--- config.mk ---
export PLATFORM = sky130hd
export DESIGN_NAME = instr_fetch
export DESIGN_NICKNAME = d
export VERILOG_FILES = /design/src/rtl/mips_def_pkg.sv /design/src/rtl/fetch_fifo.sv /design/src/rtl/instr_fetch.sv
export SDC_FILE = /design/constraint.sdc
export NUM_CORES = 1
export LEC_CHECK = 0
export CAP_MARGIN = 20
export CORE_MARGIN = 2
export CORE_UTILIZATION = 45
export DETAILED_ROUTE_END_ITERATION = 12
export PLACE_DENSITY = 0.8
export SYNTH_ARGS = -nofsm -noshare
export SYNTH_HDL_FRONTEND = slang
export SYNTH_SLANG_ARGS = --single-unit
--- constraint.sdc ---
create_clock -name clk -period 7.2 [get_ports clk]
set_input_delay 2.16 -clock clk [delete_from_list [all_inputs] [get_ports clk]]
set_output_delay 2.16 -clock clk [all_outputs]
set_load 0.01 [all_outputs]
--- src/rtl/mips_def_pkg.sv ---
// Shared MIPS core definitions: opcodes, fetch defaults and the fetch buffer entry type.
// FETCH_JUMP_PREDECODE_EN users: is_jump/jump_target decode J-format words.
package mips_def_pkg;

    localparam logic [5:0]  OP_J           = 6'h02;
    localparam logic [5:0]  OP_JAL         = 6'h03;
    localparam logic [31:0] FETCH_RESET_PC = 32'h0000_0000;

    typedef struct packed {
        logic [31:0] ins;
        logic [31:0] pc;
    } fetch_entry_t;

    function automatic logic is_jump(input logic [31:0] word);
        return (word[31:26] == OP_J) || (word[31:26] == OP_JAL);
    endfunction

    // Target keeps the region bits of the delay-slot address, as the ISA defines.
    function automatic logic [31:0] jump_target(input logic [31:0] pc, input logic [31:0] word);
        logic [31:0] pc_plus4;
        pc_plus4 = pc + 32'd4;
        return {pc_plus4[31:28], word[25:0], 2'b00};
    endfunction

endpackage

--- src/rtl/fetch_fifo.sv ---
// Small instruction buffer for the fetch stage: registered storage, push/pop/flush, count.
module fetch_fifo
    import mips_def_pkg::*;
#(
    parameter int unsigned DEPTH = 2,
    localparam int unsigned CntW = $clog2(DEPTH + 1),
    localparam int unsigned PtrW = (DEPTH > 1) ? $clog2(DEPTH) : 1
) (
    input  logic            clk,
    input  logic            rst_n,
    input  logic            i_push,
    input  fetch_entry_t    i_entry,
    input  logic            i_pop,
    input  logic            i_flush,
    output fetch_entry_t    o_head,
    output logic            o_valid,
    output logic [CntW-1:0] o_count
);

    fetch_entry_t    r_mem [DEPTH];
    logic [PtrW-1:0] r_rd_ptr;
    logic [PtrW-1:0] r_wr_ptr;
    logic [CntW-1:0] r_count;

    logic w_do_pop;
    logic w_do_push;

    function automatic logic [PtrW-1:0] ptr_inc(input logic [PtrW-1:0] p);
        return (p == PtrW'(DEPTH - 1)) ? '0 : p + PtrW'(1);
    endfunction

    assign w_do_pop  = i_pop && (r_count != '0);
    assign w_do_push = i_push;

    always_ff @(posedge clk or negedge rst_n) begin
        if (!rst_n) begin
            r_mem    <= '{default: '0};
            r_rd_ptr <= '0;
            r_wr_ptr <= '0;
            r_count  <= '0;
        end else if (i_flush) begin
            // Storage is left as is; only the occupancy is discarded.
            r_rd_ptr <= '0;
            r_wr_ptr <= '0;
            r_count  <= '0;
        end else begin
            if (w_do_push) begin
                r_mem[r_wr_ptr] <= i_entry;
                r_wr_ptr        <= ptr_inc(r_wr_ptr);
            end
            if (w_do_pop) begin
                r_rd_ptr <= ptr_inc(r_rd_ptr);
            end
            if (w_do_push && !w_do_pop) begin
                r_count <= r_count + CntW'(1);
            end else if (!w_do_push && w_do_pop) begin
                r_count <= r_count - CntW'(1);
            end
        end
    end

    assign o_head  = r_mem[r_rd_ptr];
    assign o_valid = (r_count != '0);
    assign o_count = r_count;

    no_overflow_a: assert property (@(posedge clk) disable iff (!rst_n)
        !(i_push && !i_flush && !i_pop && (r_count == CntW'(DEPTH))));

endmodule

--- src/rtl/instr_fetch.sv ---
// MIPS fetch front end: PC, request/grant issue, in-order response tracking and redirect.
// Optional FETCH_JUMP_PREDECODE_EN redirects on J/JAL words as they are buffered.
module instr_fetch
    import mips_def_pkg::*;
#(
    parameter logic [31:0] RESET_PC   = FETCH_RESET_PC,
    parameter int unsigned FIFO_DEPTH = 2
) (
    input  logic        clk,
    input  logic        rst_n,
    output logic        imem_req,
    output logic [31:0] imem_addr,
    input  logic        imem_gnt,
    input  logic        imem_rvalid,
    input  logic [31:0] imem_rdata,
    input  logic        redirect_valid,
    input  logic [31:0] redirect_pc,
    output logic        ins_valid,
    output logic [31:0] ins,
    output logic [31:0] ins_pc,
    input  logic        ins_ready
);

    localparam int unsigned CntW   = $clog2(FIFO_DEPTH + 1);
    localparam int unsigned PtrW   = (FIFO_DEPTH > 1) ? $clog2(FIFO_DEPTH) : 1;
    localparam logic [CntW:0] DepthC = (CntW + 1)'(FIFO_DEPTH);

    logic            r_active;
    logic [31:0]     r_fetch_pc;
    logic [CntW-1:0] r_outstanding;
    logic [CntW-1:0] r_drop_cnt;
    logic [31:0]     r_rq_pc [FIFO_DEPTH];
    logic [PtrW-1:0] r_rq_wr;
    logic [PtrW-1:0] r_rq_rd;

    logic [31:0]     w_fetch_pc_nxt;
    logic [CntW-1:0] w_outstanding_nxt;
    logic [CntW-1:0] w_drop_cnt_nxt;
    logic            w_req;
    logic            w_grant;
    logic            w_keep;
    logic            w_push;
    logic            w_jump;
    logic [31:0]     w_jump_pc;
    logic            w_redirect;
    logic [31:0]     w_redirect_pc;
    logic [31:0]     w_resp_pc;
    fetch_entry_t    w_push_entry;
    fetch_entry_t    w_head;
    logic            w_fifo_valid;
    logic [CntW-1:0] w_fifo_count;

    function automatic logic [PtrW-1:0] rq_inc(input logic [PtrW-1:0] p);
        return (p == PtrW'(FIFO_DEPTH - 1)) ? '0 : p + PtrW'(1);
    endfunction

    // Response bookkeeping: every rvalid retires the oldest request PC.
    assign w_resp_pc    = r_rq_pc[r_rq_rd];
    assign w_keep       = imem_rvalid && (r_drop_cnt == '0);
    assign w_push       = w_keep && !redirect_valid;
    assign w_push_entry = '{ins: imem_rdata, pc: w_resp_pc};

`ifdef FETCH_JUMP_PREDECODE_EN
    assign w_jump    = w_push && is_jump(imem_rdata);
    assign w_jump_pc = jump_target(w_resp_pc, imem_rdata);
`else
    assign w_jump    = 1'b0;
    assign w_jump_pc = 32'h0;
`endif

    assign w_redirect    = redirect_valid || w_jump;
    assign w_redirect_pc = redirect_valid ? (redirect_pc & 32'hFFFF_FFFC) : w_jump_pc;

    // Buffered plus in-flight words never exceed the buffer, so responses always fit.
    assign w_req   = r_active && !w_redirect &&
                     (({1'b0, w_fifo_count} + {1'b0, r_outstanding}) < DepthC);
    assign w_grant = w_req && imem_gnt;

    always_comb begin
        w_fetch_pc_nxt    = r_fetch_pc;
        w_outstanding_nxt = r_outstanding;
        w_drop_cnt_nxt    = r_drop_cnt;

        if (w_grant) begin
            w_fetch_pc_nxt = r_fetch_pc + 32'd4;
        end
        if (w_grant && !imem_rvalid) begin
            w_outstanding_nxt = r_outstanding + CntW'(1);
        end else if (!w_grant && imem_rvalid) begin
            w_outstanding_nxt = r_outstanding - CntW'(1);
        end

        if (w_redirect) begin
            // No grant is possible here, so this is everything still in flight.
            w_fetch_pc_nxt = w_redirect_pc;
            w_drop_cnt_nxt = w_outstanding_nxt;
        end else if (imem_rvalid && (r_drop_cnt != '0)) begin
            w_drop_cnt_nxt = r_drop_cnt - CntW'(1);
        end
    end

    always_ff @(posedge clk or negedge rst_n) begin
        if (!rst_n) begin
            r_active      <= 1'b0;
            r_fetch_pc    <= {RESET_PC[31:2], 2'b00};
            r_outstanding <= '0;
            r_drop_cnt    <= '0;
        end else begin
            r_active      <= 1'b1;
            r_fetch_pc    <= w_fetch_pc_nxt;
            r_outstanding <= w_outstanding_nxt;
            r_drop_cnt    <= w_drop_cnt_nxt;
        end
    end

    always_ff @(posedge clk or negedge rst_n) begin
        if (!rst_n) begin
            r_rq_pc <= '{default: '0};
            r_rq_wr <= '0;
            r_rq_rd <= '0;
        end else begin
            if (w_grant) begin
                r_rq_pc[r_rq_wr] <= r_fetch_pc;
                r_rq_wr          <= rq_inc(r_rq_wr);
            end
            if (imem_rvalid) begin
                r_rq_rd <= rq_inc(r_rq_rd);
            end
        end
    end

    fetch_fifo #(
        .DEPTH (FIFO_DEPTH)
    ) u_fifo (
        .clk     (clk),
        .rst_n   (rst_n),
        .i_push  (w_push),
        .i_entry (w_push_entry),
        .i_pop   (ins_ready),
        .i_flush (redirect_valid),
        .o_head  (w_head),
        .o_valid (w_fifo_valid),
        .o_count (w_fifo_count)
    );

    assign imem_req  = w_req;
    assign imem_addr = r_fetch_pc;
    assign ins_valid = w_fifo_valid;
    assign ins       = w_head.ins;
    assign ins_pc    = w_head.pc;

    rvalid_needs_outstanding_a: assert property (@(posedge clk) disable iff (!rst_n)
        imem_rvalid |-> (r_outstanding != '0));

    drop_within_outstanding_a: assert property (@(posedge clk) disable iff (!rst_n)
        r_drop_cnt <= r_outstanding);

    occupancy_cap_a: assert property (@(posedge clk) disable iff (!rst_n)
        ({1'b0, w_fifo_count} + {1'b0, r_outstanding}) <= DepthC);

endmodule

# Word-level counts from Yosys, hierarchy flattened
# Index checks and enable logic that the tools add are counted.
[word_totals]
register_bits = 235
in_bits = 70
out_inout_bits = 98
wordCells = 94
[op_classes]
add_sub_neg = 11
order_cmp = 7
muxes = 29
n_bitwise = 5
reduce_logical = 27
[op_table]
columns = ["cell", "n"]
rows = [
  ["2-to-1 mux 64 bit", 4],
  ["2-to-1 mux 32 bit", 6],
  ["bitwise mux 128 bit", 1],
  ["bitwise mux 64 bit", 1],
  ["demux 64 bit (select 1 bit)", 1],
  ["adder 32 x 3 -> 32 bit, second input constant", 1],
  ["demux 32 bit (select 1 bit)", 1],
  ["2-to-1 mux 2 bit", 7],
  ["logical AND 1 bit", 13],
  ["nonzero test 2 bit", 6],
  ["greater-or-equal comparator 2 bit, second input constant", 4],
  ["2-to-1 mux 1 bit", 8],
  ["NOT 1 -> 2 bit", 4],
  ["subtractor 2 x 1 -> 2 bit, second input constant", 3],
  ["logical NOT 1 bit", 5],
  ["adder 1 bit, second input constant", 4],
  ["adder 2 x 1 -> 2 bit, second input constant", 2],
  ["less-than comparator 2 x 1 -> 1 bit, second input constant", 2],
  ["adder 2 x 2 -> 3 bit", 1],
  ["less-than comparator 3 x 2 -> 1 bit, second input constant", 1],
  ["nonzero test 3 bit", 1],
  ["logical NOT 2 bit", 1],
  ["AND reduction 2 bit", 1],
  ["NOT 1 bit", 1],
]

# Longest topological paths before layout
[depth]
ltp_word = 9
ltp_mapped = 8
depth_no_buf = 6

# Modules after synthesis
# A second synthesis with hierarchy kept.
[unflattened]
hier_cells = 784
hier_area_um2 = 10792.9
[modules_own_cells]
columns = ["mod", "instances", "cells_per_inst", "area_each_um2", "seq_area_each_um2"]
rows = [
  ["fetch_fifo", 1, 360, 6042.0, 3303.2],
  ["instr_fetch", 1, 424, 4750.8, 2427.3],
]

# Worst setup path before layout
# OpenSTA, ideal clock, no wires.
[synth_path]
kind = "input -> output"
start = "in redirect_valid"
end = "out imem_req"
arrival_ns = 2.588
required_ns = 5.040
slack_ns = 2.452
stages = 1
path_buffers = 0
path_cell_list = "nor4b_4"
[synth_between]
elab_chain_cells = 3
[synth_rtl]
columns = ["element", "line", "rtl"]
rows = [
  ["start, declared", "instr_fetch.sv:16", "input logic redirect_valid,"],
  ["logical NOT 1 bit", "instr_fetch.sv:75", "assign w_req = r_active && !w_redirect &&"],
  ["logical AND 1 bit (2 in a row)", "instr_fetch.sv:75", ""],
  ["end, declared", "instr_fetch.sv:11", "output logic imem_req,"],
]
# No other way between the ends.

# Worst setup path after layout
# Ends and elaborated chain as after synthesis.

==> metrics.md <==
| Metric | Value |
|---|---|
| Status | `completed` |
| CP max stage cell | `clkdlybuf4s50_1` |
| Placed cells | `1253` |
| Largest net degree at the start of global routing | `120` |
| Post-synthesis cell type count | `51` |
| CP Buf/Inv Count | `2` |
| Pre-CTS worst setup slack | `1580 ps` |
| Placer congestion estimate | `0.823` |
| Peak supply drop | `0.000190 V` |
| Pins Over Slew Limit | `0` |
| Synthesized netlist cell count | `852` |
| Min Hold Slack | `473 ps` |
| H-tree lvl count | `1` |
| Fillers | `1820` |
| CTS resizes | `0` |
| Ys Warns | `0` |
| Clock buffers created by TritonCTS | `24` |
| ANT nets after route | `0` |
| Synth-to-Final Area Change | `25.1%` |
| Power share of the clock group | `0.237` |
| Number of enable flip-flop cells after synthesis | `0` |
| Slowest cell delay on critical path | `660 ps` |
| R2R Setup Slk | `3870 ps` |
| Post-route met1 wirelength | `10700 µm` |
| Routed WL | `24200 µm` |
| Final setup fails | `0` |
| Port bufs | `161` |
| Critical path's top delay family | `buffers and inverters` |
| Internal power | `3.43 mW` |
| GRT Total Usage | `0.202` |
| Register area | `5630 µm²` |
| Layout Nets | `1067` |
| CP endpoint kind | `output pin` |
| Number of remaining DRC errors | `0` |
| Vias in the first global route | `7210` |
| Worst setup path class | `in2out` |
| Routed len/inst | `18.7 µm` |
| Fin crit share | `0.784` |
| Initial antenna violation count | `0` |
| Cell row count | `55` |
| CP Cell Sequence | `buf_2 > nor4b_4 > clkdlybuf4s50_1` |
| Sequential area share after synthesis | `0.548` |
| Antenna diodes | `0` |
| Pwr per Cell Area | `382 nW/µm²` |
| CTS root buffer | `clkbuf_16` |
| Fmax | `177 MHz` |
| Post-synthesis cell area | `10300 µm²` |
| Final Cell Area | `12800 µm²` |
| Power, Total | `4.91 mW` |
| Layout cells sized above 1 | `0.239` |
| Clock sink total | `225` |
| CP Data Required Time | `5040 ps` |
| PnR worst setup slack | `1560 ps` |
| Hold Fails Final Rpt | `0` |
| Slew of the pin with the lowest slew margin | `1040 ps` |
| Wire length on met2 | `11500 µm` |
| Reg clk slew, reported paths | `60 ps` |
| Multi-input logic area | `4380 µm²` |
| Part of the power in registers | `0.423` |
| Die ar. | `24000 µm²` |
| Post-DP HPWL | `15800 µm` |
| Post-DP Area | `12100 µm²` |
| Via count | `7304` |
| Uppermost routed layer | `met4` |
| Cts hold-fix bufs | `0` |
| Switching share of power | `0.302` |
| Ys async rst share | `1.00` |
| Worst Skew | `12.1 ps` |
| Core area | `22500 µm²` |
| CTS tree | `yes` |
| Hold crit path type | `reg2reg` |
| Data arrival time of the worst path | `3480 ps` |
| Tmin final | `5640 ps` |
| Non-Filler Instances | `1295` |
| Initial drt markers | `614` |
| Latest clock arrival within the worst-skew pair | `510 ps` |
| RSZ-0062 raised after global routing | `no` |
| Crit path max fanout | `10` |
| Die X-Extent | `155 µm` |
| Clock Path Buffers | `3` |
| Post-synth top flop | `dfrtp_1` |
| Crit path launch type | `input port` |
| Combinational power share | `0.340` |
| Pleak | `5.54 nW` |
| Ports | `168` |
| Chip Height | `155 µm` |
| Setup TNS | `0 ps` |
| Setup bufs post-CTS | `0` |
| P_sw | `1.48 mW` |
| Global route total overflow | `0` |
| 1st-pass router iterations | `5` |
| Post-layout util | `0.571` |
| Number of synthesized register bits | `225` |
| Starting density of the core | `0.456` |
| First-pass GRT wire length | `39000 µm` |
| Met3 wire len | `1360 µm` |
| Avg Inst Size Synth | `12.0 µm²` |
| Number of vias per cell | `5.64` |
| Worst slew margin | `0.305` |
| Maxcap violations | `0` |
synth_stat cells, drive strengths merged, types with 4 or more instances:
master  number  area, µm²
nand2       75        282
mux2       186       2090
or3          4       25.0
dfrtp      225       5630
nand4        8       50.1
o211ai      17        128
inv          9       33.8
nand3       21        105
a22oi        4       30.0
o311ai       6       52.6
and2         6       37.5
or4          9       67.6
clkbuf      31        116
and3         4       25.0
mux2i       34        340
and4         7       61.3
nand2b       5       31.3
nor2b        8       50.1
buf         28        136
nor2        41        154
a21oi       37        185
o21ai       35        175
a221o        5       50.1
layout make-up:
type,instances,share of cell area
clock buffer,35,0.0547
timing repair buffer,172,0.133
sequential,225,0.438
clock inverter,7,0.00302
inverter,9,0.00263
tap,285,0.0278
multi-input combinational,562,0.341
power groups by stage:
stage	Sequential, mW	Combinational [mW]	Clock [mW]
final	2.08	1.67	1.16
after detailed placement	2.09	1.68	0
after global routing	2.14	1.81	1.24
after CTS	2.08	1.69	1.19
after floorplan	1.95	1.06	0
after global placement	2.07	1.64	0
logic make-up (layout without fill, tap and decap cells):
group,Yosys count,in the layout,share of synthesized area
DFF,225,225,0.548
adders and majority gates,3,3,0.00439
AOI/OAI and AO/OA,125,125,0.0773
xor gates and xnor gates,6,6,0.00512
muxes,220,220,0.237
buffers and inverters,68,223,0.0279
and+or+nand+nor,203,203,0.0990
other,2,5,0.000732
tightest hold or removal path, delay by kind of cell, from the launching register on:
kind | cells | cell delay [ps]
AOI/OAI and AO/OA | 1 | 60
DFF | 1 | 330
and+or+nand+nor | 1 | 40
per-layer routing:
layer	GRT usage	up-vias
met5	0	-
met4	0.0516	0
met3	0.0376	35
met2	0.328	215
met1	0.281	3703
li1	-	3351
cell usage in the layout, fill, tap and decap left out, types with 21 or more instances in the layout:
cell and instances:
clkbuf_16 25, mux2i_1 34, nand2_1 75, mux2_2 186, nand3_1 21, a21oi_1 37
dfrtp_1 223, clkdlybuf4s50_1 159, o21ai_0 35, nor2_1 41
registers in the layout, summed over array words and instances (netlist names):
signal / cells
u_fifo.o_count: 2
imem_addr: 30
r_drop_cnt: 2
u_fifo.r_mem: 124
r_rq_rd: 1
u_fifo.r_rd_ptr: 1
u_fifo.r_wr_ptr: 1
r_rq_wr: 1
r_rq_pc: 60
r_outstanding: 2
r_active: 1
final timing paths:
path | from | end | depth (start not counted)
worst max-delay path | redirect_valid | imem_req | 3
worst min-delay path | u_fifo.r_mem[29] | u_fifo.r_mem[29] | 2
worst max register to register | r_outstanding[0] | imem_addr[30] | 6
worst min register to register | u_fifo.r_mem[29] | u_fifo.r_mem[29] | 2
max in group asynchronous | rst_n | u_fifo.r_mem[42] | 2
min in group asynchronous | rst_n | u_fifo.r_mem[18] | 1
Note: power is estimated with default switching activity, not from simulation.
